[src/rtl/bitty_pkg.sv]
// bitty_pkg: shared types, ALU select codes and field helpers
// for the bitty_core_p execution core.
package bitty_pkg;

  typedef enum logic [1:0] {
    IDLE,
    LOAD,
    EXEC,
    WB
  } state_e;

  // Logical select codes (mode = 1)
  localparam logic [3:0] L_NA   = 4'h0;
  localparam logic [3:0] L_NOR  = 4'h1;
  localparam logic [3:0] L_NAB  = 4'h2;
  localparam logic [3:0] L_ZERO = 4'h3;
  localparam logic [3:0] L_NAND = 4'h4;
  localparam logic [3:0] L_NB   = 4'h5;
  localparam logic [3:0] L_XOR  = 4'h6;
  localparam logic [3:0] L_ANB  = 4'h7;
  localparam logic [3:0] L_NAOB = 4'h8;
  localparam logic [3:0] L_XNOR = 4'h9;
  localparam logic [3:0] L_B    = 4'hA;
  localparam logic [3:0] L_AND  = 4'hB;
  localparam logic [3:0] L_ONES = 4'hC;
  localparam logic [3:0] L_AONB = 4'hD;
  localparam logic [3:0] L_OR   = 4'hE;
  localparam logic [3:0] L_A    = 4'hF;

  // Arithmetic select codes (mode = 0)
  localparam logic [3:0] A_A     = 4'h0;
  localparam logic [3:0] A_OR    = 4'h1;
  localparam logic [3:0] A_ORN   = 4'h2;
  localparam logic [3:0] A_ONES  = 4'h3;
  localparam logic [3:0] A_APANB = 4'h4;
  localparam logic [3:0] A_OPANB = 4'h5;
  localparam logic [3:0] A_SUBM1 = 4'h6;
  localparam logic [3:0] A_ANBM1 = 4'h7;
  localparam logic [3:0] A_APAB  = 4'h8;
  localparam logic [3:0] A_ADD   = 4'h9;
  localparam logic [3:0] A_ONPAB = 4'hA;
  localparam logic [3:0] A_ABM1  = 4'hB;
  localparam logic [3:0] A_DBL   = 4'hC;
  localparam logic [3:0] A_ORPA  = 4'hD;
  localparam logic [3:0] A_ONPA  = 4'hE;
  localparam logic [3:0] A_DEC   = 4'hF;

  // rx occupies the top REG_AW bits of the instruction
  function automatic int rx_lo(input int aw);
    return aw + 10;
  endfunction

  // ry sits directly below rx
  function automatic int ry_lo(input int aw);
    return rx_lo(aw) - aw;
  endfunction

endpackage

[src/rtl/bitty_alu_p.sv]
// bitty_alu_p: 74181-style combinational ALU, 16 logical and
// 16 arithmetic functions, carry/borrow and equality outputs.
module bitty_alu_p
  import bitty_pkg::*;
#(
  parameter int DATA_W = 16
) (
  input  logic [DATA_W-1:0] a_i,
  input  logic [DATA_W-1:0] b_i,
  input  logic [3:0]        sel_i,
  input  logic              mode_i,
  output logic [DATA_W-1:0] res_o,
  output logic              carry_o,
  output logic              equal_o
);

  logic [DATA_W:0]   a, b, one, ones;
  logic [DATA_W:0]   anb, ab, aob, aonb;
  logic [DATA_W:0]   ari;
  logic [DATA_W-1:0] lgc;

  assign a    = {1'b0, a_i};
  assign b    = {1'b0, b_i};
  assign one  = {{DATA_W{1'b0}}, 1'b1};
  assign ones = {1'b0, {DATA_W{1'b1}}};
  assign anb  = {1'b0, a_i & ~b_i};
  assign ab   = {1'b0, a_i & b_i};
  assign aob  = {1'b0, a_i | b_i};
  assign aonb = {1'b0, a_i | ~b_i};

  // Logical function table
  always_comb begin
    lgc = '0;
    unique case (sel_i)
      L_NA:    lgc = ~a_i;
      L_NOR:   lgc = ~(a_i | b_i);
      L_NAB:   lgc = ~a_i & b_i;
      L_ZERO:  lgc = '0;
      L_NAND:  lgc = ~(a_i & b_i);
      L_NB:    lgc = ~b_i;
      L_XOR:   lgc = a_i ^ b_i;
      L_ANB:   lgc = a_i & ~b_i;
      L_NAOB:  lgc = ~a_i | b_i;
      L_XNOR:  lgc = ~(a_i ^ b_i);
      L_B:     lgc = b_i;
      L_AND:   lgc = a_i & b_i;
      L_ONES:  lgc = '1;
      L_AONB:  lgc = a_i | ~b_i;
      L_OR:    lgc = a_i | b_i;
      L_A:     lgc = a_i;
      default: lgc = '0;
    endcase
  end

  // Arithmetic table on zero-extended operands; MSB is carry/borrow
  always_comb begin
    ari = '0;
    unique case (sel_i)
      A_A:     ari = a;
      A_OR:    ari = aob;
      A_ORN:   ari = aonb;
      A_ONES:  ari = ones;
      A_APANB: ari = a + anb;
      A_OPANB: ari = aob + anb;
      A_SUBM1: ari = a - b - one;
      A_ANBM1: ari = anb - one;
      A_APAB:  ari = a + ab;
      A_ADD:   ari = a + b;
      A_ONPAB: ari = aonb + ab;
      A_ABM1:  ari = ab - one;
      A_DBL:   ari = a + a;
      A_ORPA:  ari = aob + a;
      A_ONPA:  ari = aonb + a;
      A_DEC:   ari = a - one;
      default: ari = '0;
    endcase
  end

  assign res_o   = mode_i ? lgc : ari[DATA_W-1:0];
  assign carry_o = ~mode_i & ari[DATA_W];
  assign equal_o = (a_i == b_i);

endmodule

[src/rtl/bitty_core_p.sv]
// bitty_core_p: 4-clock bitty execution core with run/done handshake.
// Define BITTY_FLAGS_EN to add registered carry_flag/equal_flag.
module bitty_core_p
  import bitty_pkg::*;
#(
  parameter int DATA_W = 16,
  parameter int REG_AW = 3
) (
  input  logic                  clk,
  input  logic                  reset,
  input  logic                  run,
  input  logic [2*REG_AW+9:0]   instruction,
  output logic                  busy,
  output logic                  done,
  input  logic [REG_AW-1:0]     dbg_addr,
  output logic [DATA_W-1:0]     dbg_data
`ifdef BITTY_FLAGS_EN
  ,
  output logic                  carry_flag,
  output logic                  equal_flag
`endif
);

  localparam int NUM_REGS = 2**REG_AW;
  localparam int RX_LO    = rx_lo(REG_AW);
  localparam int RY_LO    = ry_lo(REG_AW);

  state_e state_q, state_d;

  logic [REG_AW-1:0] rx_q, ry_q;
  logic [3:0]        sel_q;
  logic              mode_q;
  logic [DATA_W-1:0] s_q, c_q;
  logic              done_q;
  logic [DATA_W-1:0] regs_q [NUM_REGS];
  logic [DATA_W-1:0] alu_res;

  logic unused_instr;
  assign unused_instr = ^{instruction[RY_LO-1:7],
                          instruction[1:0]};

  // State register
  always_ff @(posedge clk or posedge reset) begin
    if (reset) state_q <= IDLE;
    else       state_q <= state_d;
  end

  // Next-state and busy decode
  always_comb begin
    state_d = state_q;
    busy    = 1'b0;
    unique case (state_q)
      IDLE: if (run) state_d = LOAD;
      LOAD: begin
        busy    = 1'b1;
        state_d = EXEC;
      end
      EXEC: begin
        busy    = 1'b1;
        state_d = WB;
      end
      WB: begin
        busy    = 1'b1;
        state_d = IDLE;
      end
      default: state_d = IDLE;
    endcase
  end

  // IR capture, operand/result latches and done pulse
  always_ff @(posedge clk or posedge reset) begin
    if (reset) begin
      rx_q   <= '0;
      ry_q   <= '0;
      sel_q  <= '0;
      mode_q <= 1'b0;
      s_q    <= '0;
      c_q    <= '0;
      done_q <= 1'b0;
    end else begin
      done_q <= (state_q == WB);
      if (state_q == IDLE && run) begin
        rx_q   <= instruction[RX_LO +: REG_AW];
        ry_q   <= instruction[RY_LO +: REG_AW];
        sel_q  <= instruction[6:3];
        mode_q <= instruction[2];
      end
      if (state_q == LOAD) s_q <= regs_q[rx_q];
      if (state_q == EXEC) c_q <= alu_res;
    end
  end

  // Register file, written back in WB
  always_ff @(posedge clk or posedge reset) begin
    if (reset) begin
      regs_q <= '{default: '0};
    end else if (state_q == WB) begin
      regs_q[rx_q] <= c_q;
    end
  end

`ifdef BITTY_FLAGS_EN
  logic alu_carry, alu_equal;
  logic carry_q, equal_q;

  bitty_alu_p #(.DATA_W(DATA_W)) u_alu (
    .a_i     (s_q),
    .b_i     (regs_q[ry_q]),
    .sel_i   (sel_q),
    .mode_i  (mode_q),
    .res_o   (alu_res),
    .carry_o (alu_carry),
    .equal_o (alu_equal)
  );

  // Flags update with the result, hold until next EXEC
  always_ff @(posedge clk or posedge reset) begin
    if (reset) begin
      carry_q <= 1'b0;
      equal_q <= 1'b0;
    end else if (state_q == EXEC) begin
      carry_q <= alu_carry;
      equal_q <= alu_equal;
    end
  end

  assign carry_flag = carry_q;
  assign equal_flag = equal_q;
`else
  bitty_alu_p #(.DATA_W(DATA_W)) u_alu (
    .a_i     (s_q),
    .b_i     (regs_q[ry_q]),
    .sel_i   (sel_q),
    .mode_i  (mode_q),
    .res_o   (alu_res),
    .carry_o (),
    .equal_o ()
  );
`endif

  assign done     = done_q;
  assign dbg_data = regs_q[dbg_addr];

endmodule

[config.mk]
export PLATFORM = sky130hd
export DESIGN_NAME = bitty_core_p
export DESIGN_NICKNAME = d
export VERILOG_FILES = /design/src/rtl/bitty_pkg.sv /design/src/rtl/bitty_alu_p.sv /design/src/rtl/bitty_core_p.sv
export SDC_FILE = /design/constraint.sdc
export NUM_CORES = 1
export LEC_CHECK = 0
export BUFFER_PORTS_ARGS = -buffer_cell sky130_fd_sc_hd__buf_2
export CORE_UTILIZATION = 61
export CTS_BUF_LIST = sky130_fd_sc_hd__clkbuf_8 sky130_fd_sc_hd__clkbuf_16
export CTS_CLUSTER_SIZE = 24
export DETAILED_ROUTE_END_ITERATION = 6
export HOLD_SLACK_MARGIN = 0.08
export MAX_ROUTING_LAYER = met4
export PLACE_DENSITY = 0.78
export SLEW_MARGIN = 10
export SYNTH_ARGS = -nofsm -noshare
export SYNTH_HDL_FRONTEND = slang
export SYNTH_SLANG_ARGS = --single-unit
[constraint.sdc]
create_clock -name clk -period 6 [get_ports clk]
set_clock_uncertainty 0.1 [all_clocks]
set_input_delay 0 -clock clk [delete_from_list [all_inputs] [get_ports clk]]
set_output_delay 0 -clock clk [all_outputs]
set_load 0.01 [all_outputs]
==> flow_metrics.env <==
export IMPL_final_common_cell="dfrtp_1"
export IMPL_synth_top_family_by_area="multiplexers"
export IMPL_die_area_mm2=0.02914
export IMPL_ys_types=71
export IMPL_syn_nets=2015
export IMPL_cts_sinks=174
export IMPL_synthMuxAreaShare_pct=23.79
export IMPL_ys_seq_area_share_pct=25.08
export IMPL_place_hpwl_mm=48.32
export IMPL_cp_end_kind="flip-flop"
export IMPL_yosysWarnings=0
export IMPL_finalCritPeriodShare_pct=98.04
export IMPL_setup_violations=0
export IMPL_hold_viol_final=0
export IMPL_yosys_area_share_adder_pct=9.397
export IMPL_fin_cells=2306
export IMPL_r2r_slack_ns=0.12
export IMPL_tightest_slew_ns=1.381
export IMPL_io_pins=40
export IMPL_yosys_area_top_type="dfrtp_1"
export IMPL_synth_compound_area_share_pct=17.07
export IMPL_clock_latency_ns=0.44
export IMPL_finalCriticalPeriod_ns=5.882
export IMPL_cts_root_buf="clkbuf_16"
export IMPL_cp_data_required_time_ns=6.23
export IMPL_drv_slew=0
export IMPL_max_clock_freq_mhz=170.0
export IMPL_cts_tree="yes"
export IMPL_layout_setup_ws_ns=0.1176
export IMPL_synthXorXnorAreaFrac_pct=6.658
export IMPL_whs_ns=0.2182
export IMPL_synth_top_cell_area_share_pct=25.08
export IMPL_ys_seq_elements=174
export IMPL_start_kind="flip-flop"
export IMPL_synthSimpleGateAreaFrac_pct=13.40
export IMPL_dr_pass1_iters=6
export IMPL_core_region_area_mm2=0.02786
export IMPL_ant_nets=0
export IMPL_fin_setup_tns_ns=0
export IMPL_grt_use_total_pct=51.96
export IMPL_grt_start_max_net_pins=113
export IMPL_crit_fanout=7
export IMPL_die_w_um=170.7
export IMPL_drv_cap=0
export IMPL_grt_pass1_vias=16770
export IMPL_htree_levels=4
export IMPL_drive_gt1_share_pct=22.74
export IMPL_synth_edf_count=0
export IMPL_initial_core_util_pct=62.33
export IMPL_row_count=61
export IMPL_grt_ovfl_total=0
export IMPL_ys_dominant_reg_cell="dfrtp_1"
export IMPL_grt_pass1_wl_mm=106.9
export IMPL_syn_mean_instance_area_um2=9.310
export IMPL_area_growth_pct=10.11
export IMPL_placed_cells=2256
export IMPL_nFillCells=2104
export IMPL_port_buffers=34
export IMPL_clockBufferDepth=2
export IMPL_wl_per_cell_um=30.93
export IMPL_place_ws_ns=0.1811
export IMPL_route_vias_total=17260
export IMPL_crit_arrival_ns=6.11
export IMPL_synthArstFlopShare_pct=100.0
export IMPL_detail_route_iter0_violations=3217
export IMPL_synthTopCellsByArea="dfrtp_1 25%, mux4_2 12%, ha_1 8.9%"
export IMPL_gp_congestion=1.092
export IMPL_worstSetupPathType="reg -> reg"
export IMPL_postSynthCellCount=1865
export IMPL_outcome="complete, no violations"
export IMPL_rsz0062_at_grt="true"
export IMPL_synth_cell_area_mm2=0.01736
export IMPL_path_clk_slew_ns=0.07
export IMPL_final_cell_mix="171 x dfrtp_1, 166 x nand2_1, 134 x nor2_1"
export IMPL_relSlewSlack_pct=7.560
export IMPL_hold_class="in -> reg"
export IMPL_cts_buffers=17
export IMPL_avgViaCountPerCell=7.486
export IMPL_antenna_found_initial=2
export IMPL_fp_dieH_um=170.7
export IMPL_routed_wl_mm=71.32
export IMPL_nNetsFinal=2063
export IMPL_remaining_drc_errors=0
## final timing paths
kind,from,end,cells past startpoint
worst max-delay path,ry_q[1],c_q[15],23
worst min-delay path,instruction[2],mode_q,3
worst max register to register,ry_q[1],c_q[15],23
worst min register to register,regs_q[68],regs_q[68],2
max in group asynchronous,reset,regs_q[115],4
min in group asynchronous,reset,regs_q[29],3
## per-stage QoR
stage               area (um2)  utilization [%]
finish                   19120            68.63
global route             19120            68.63
CTS                      19050            68.37
detailed placement       18320            65.78
global placement         18320            65.78
floorplan                17360                -
## cell type report
type / instances / area [um2] / share of cell area (%)
clock buffers: 19 / 452.9 / 2.369
diodes: 2 / 5.005 / 0.02618
repair buffers: 157 / 1127 / 5.897
well taps: 378 / 473.0 / 2.474
multi-input cells: 1488 / 12270 / 64.20
clock inverters: 13 / 138.9 / 0.7264
flip-flops and latches: 174 / 4360 / 22.81
inverters: 75 / 286.5 / 1.499
## registers in the layout, indices dropped and copies added, names as in the netlist
name / count
c_q: 16
done: 1
mode_q: 1
regs_q: 128
rx_q: 3
ry_q: 3
s_q: 16
sel_q: 4
state_q: 2
## metal layers
layer  track usage, %  vias to the layer above  share of wire [%]
met5                -                        -                  0
met4            31.30                        0                7.2
met3            13.72                      435                 13
met2            75.14                     1586                 43
met1            65.31                     8209                 37
li1                 -                     7032                  -
## logic make-up (layout without fill, tap and decap cells)
| group | after synthesis | in the layout |
|---|---|---|
| simple gates | 500 | 500 |
| compound gates | 458 | 458 |
| mux | 270 | 270 |
| buf+inv | 203 | 264 |
| flops | 174 | 174 |
| xor+xnor | 132 | 132 |
| fa+ha+maj | 128 | 128 |
| other cells | 0 | 2 |
## worst max-delay path, cell delays in order (launching register included)
cell and delay (ns):
dfrtp_4 0.53, buf_2 0.23, buf_4 0.14, mux4_2 0.51
mux2i_2 0.20, inv_1 0.13, ha_1 0.21, or4_1 0.62
nor2_1 0.15, xor2_1 0.17, o22ai_1 0.11, a211o_1 0.27
a21oi_1 0.15, ha_1 0.31, or2_2 0.29, a21oi_1 0.15
a31oi_1 0.13, a21oi_2 0.23, o21ai_0 0.17, o41ai_2 0.28
xnor2_1 0.10, a221oi_1 0.32, buf_4 0.21, a21oi_2 0.05
## synthesized netlist by cell type (41+ instances only)
master / count
o21ai_0: 118
ha_1: 124
mux4_2: 96
dfrtp_1: 174
mux2_2: 127
nor2_1: 135
xnor2_1: 95
nand2_1: 166
clkbuf_1: 107
nor3_1: 41
a21oi_1: 115
inv_1: 75
## timing repair
item | CTS | global route
setup endpoints to repair | 0 | 6
buffers inserted | 0 | 3
hold buffers | 13 | 0
endpoints found under the hold margin | 124 | 0
resized for setup | 0 | 10
Power is not shown: default switching activity piles up to over one toggle a cycle in this logic, so the estimate is an artifact.
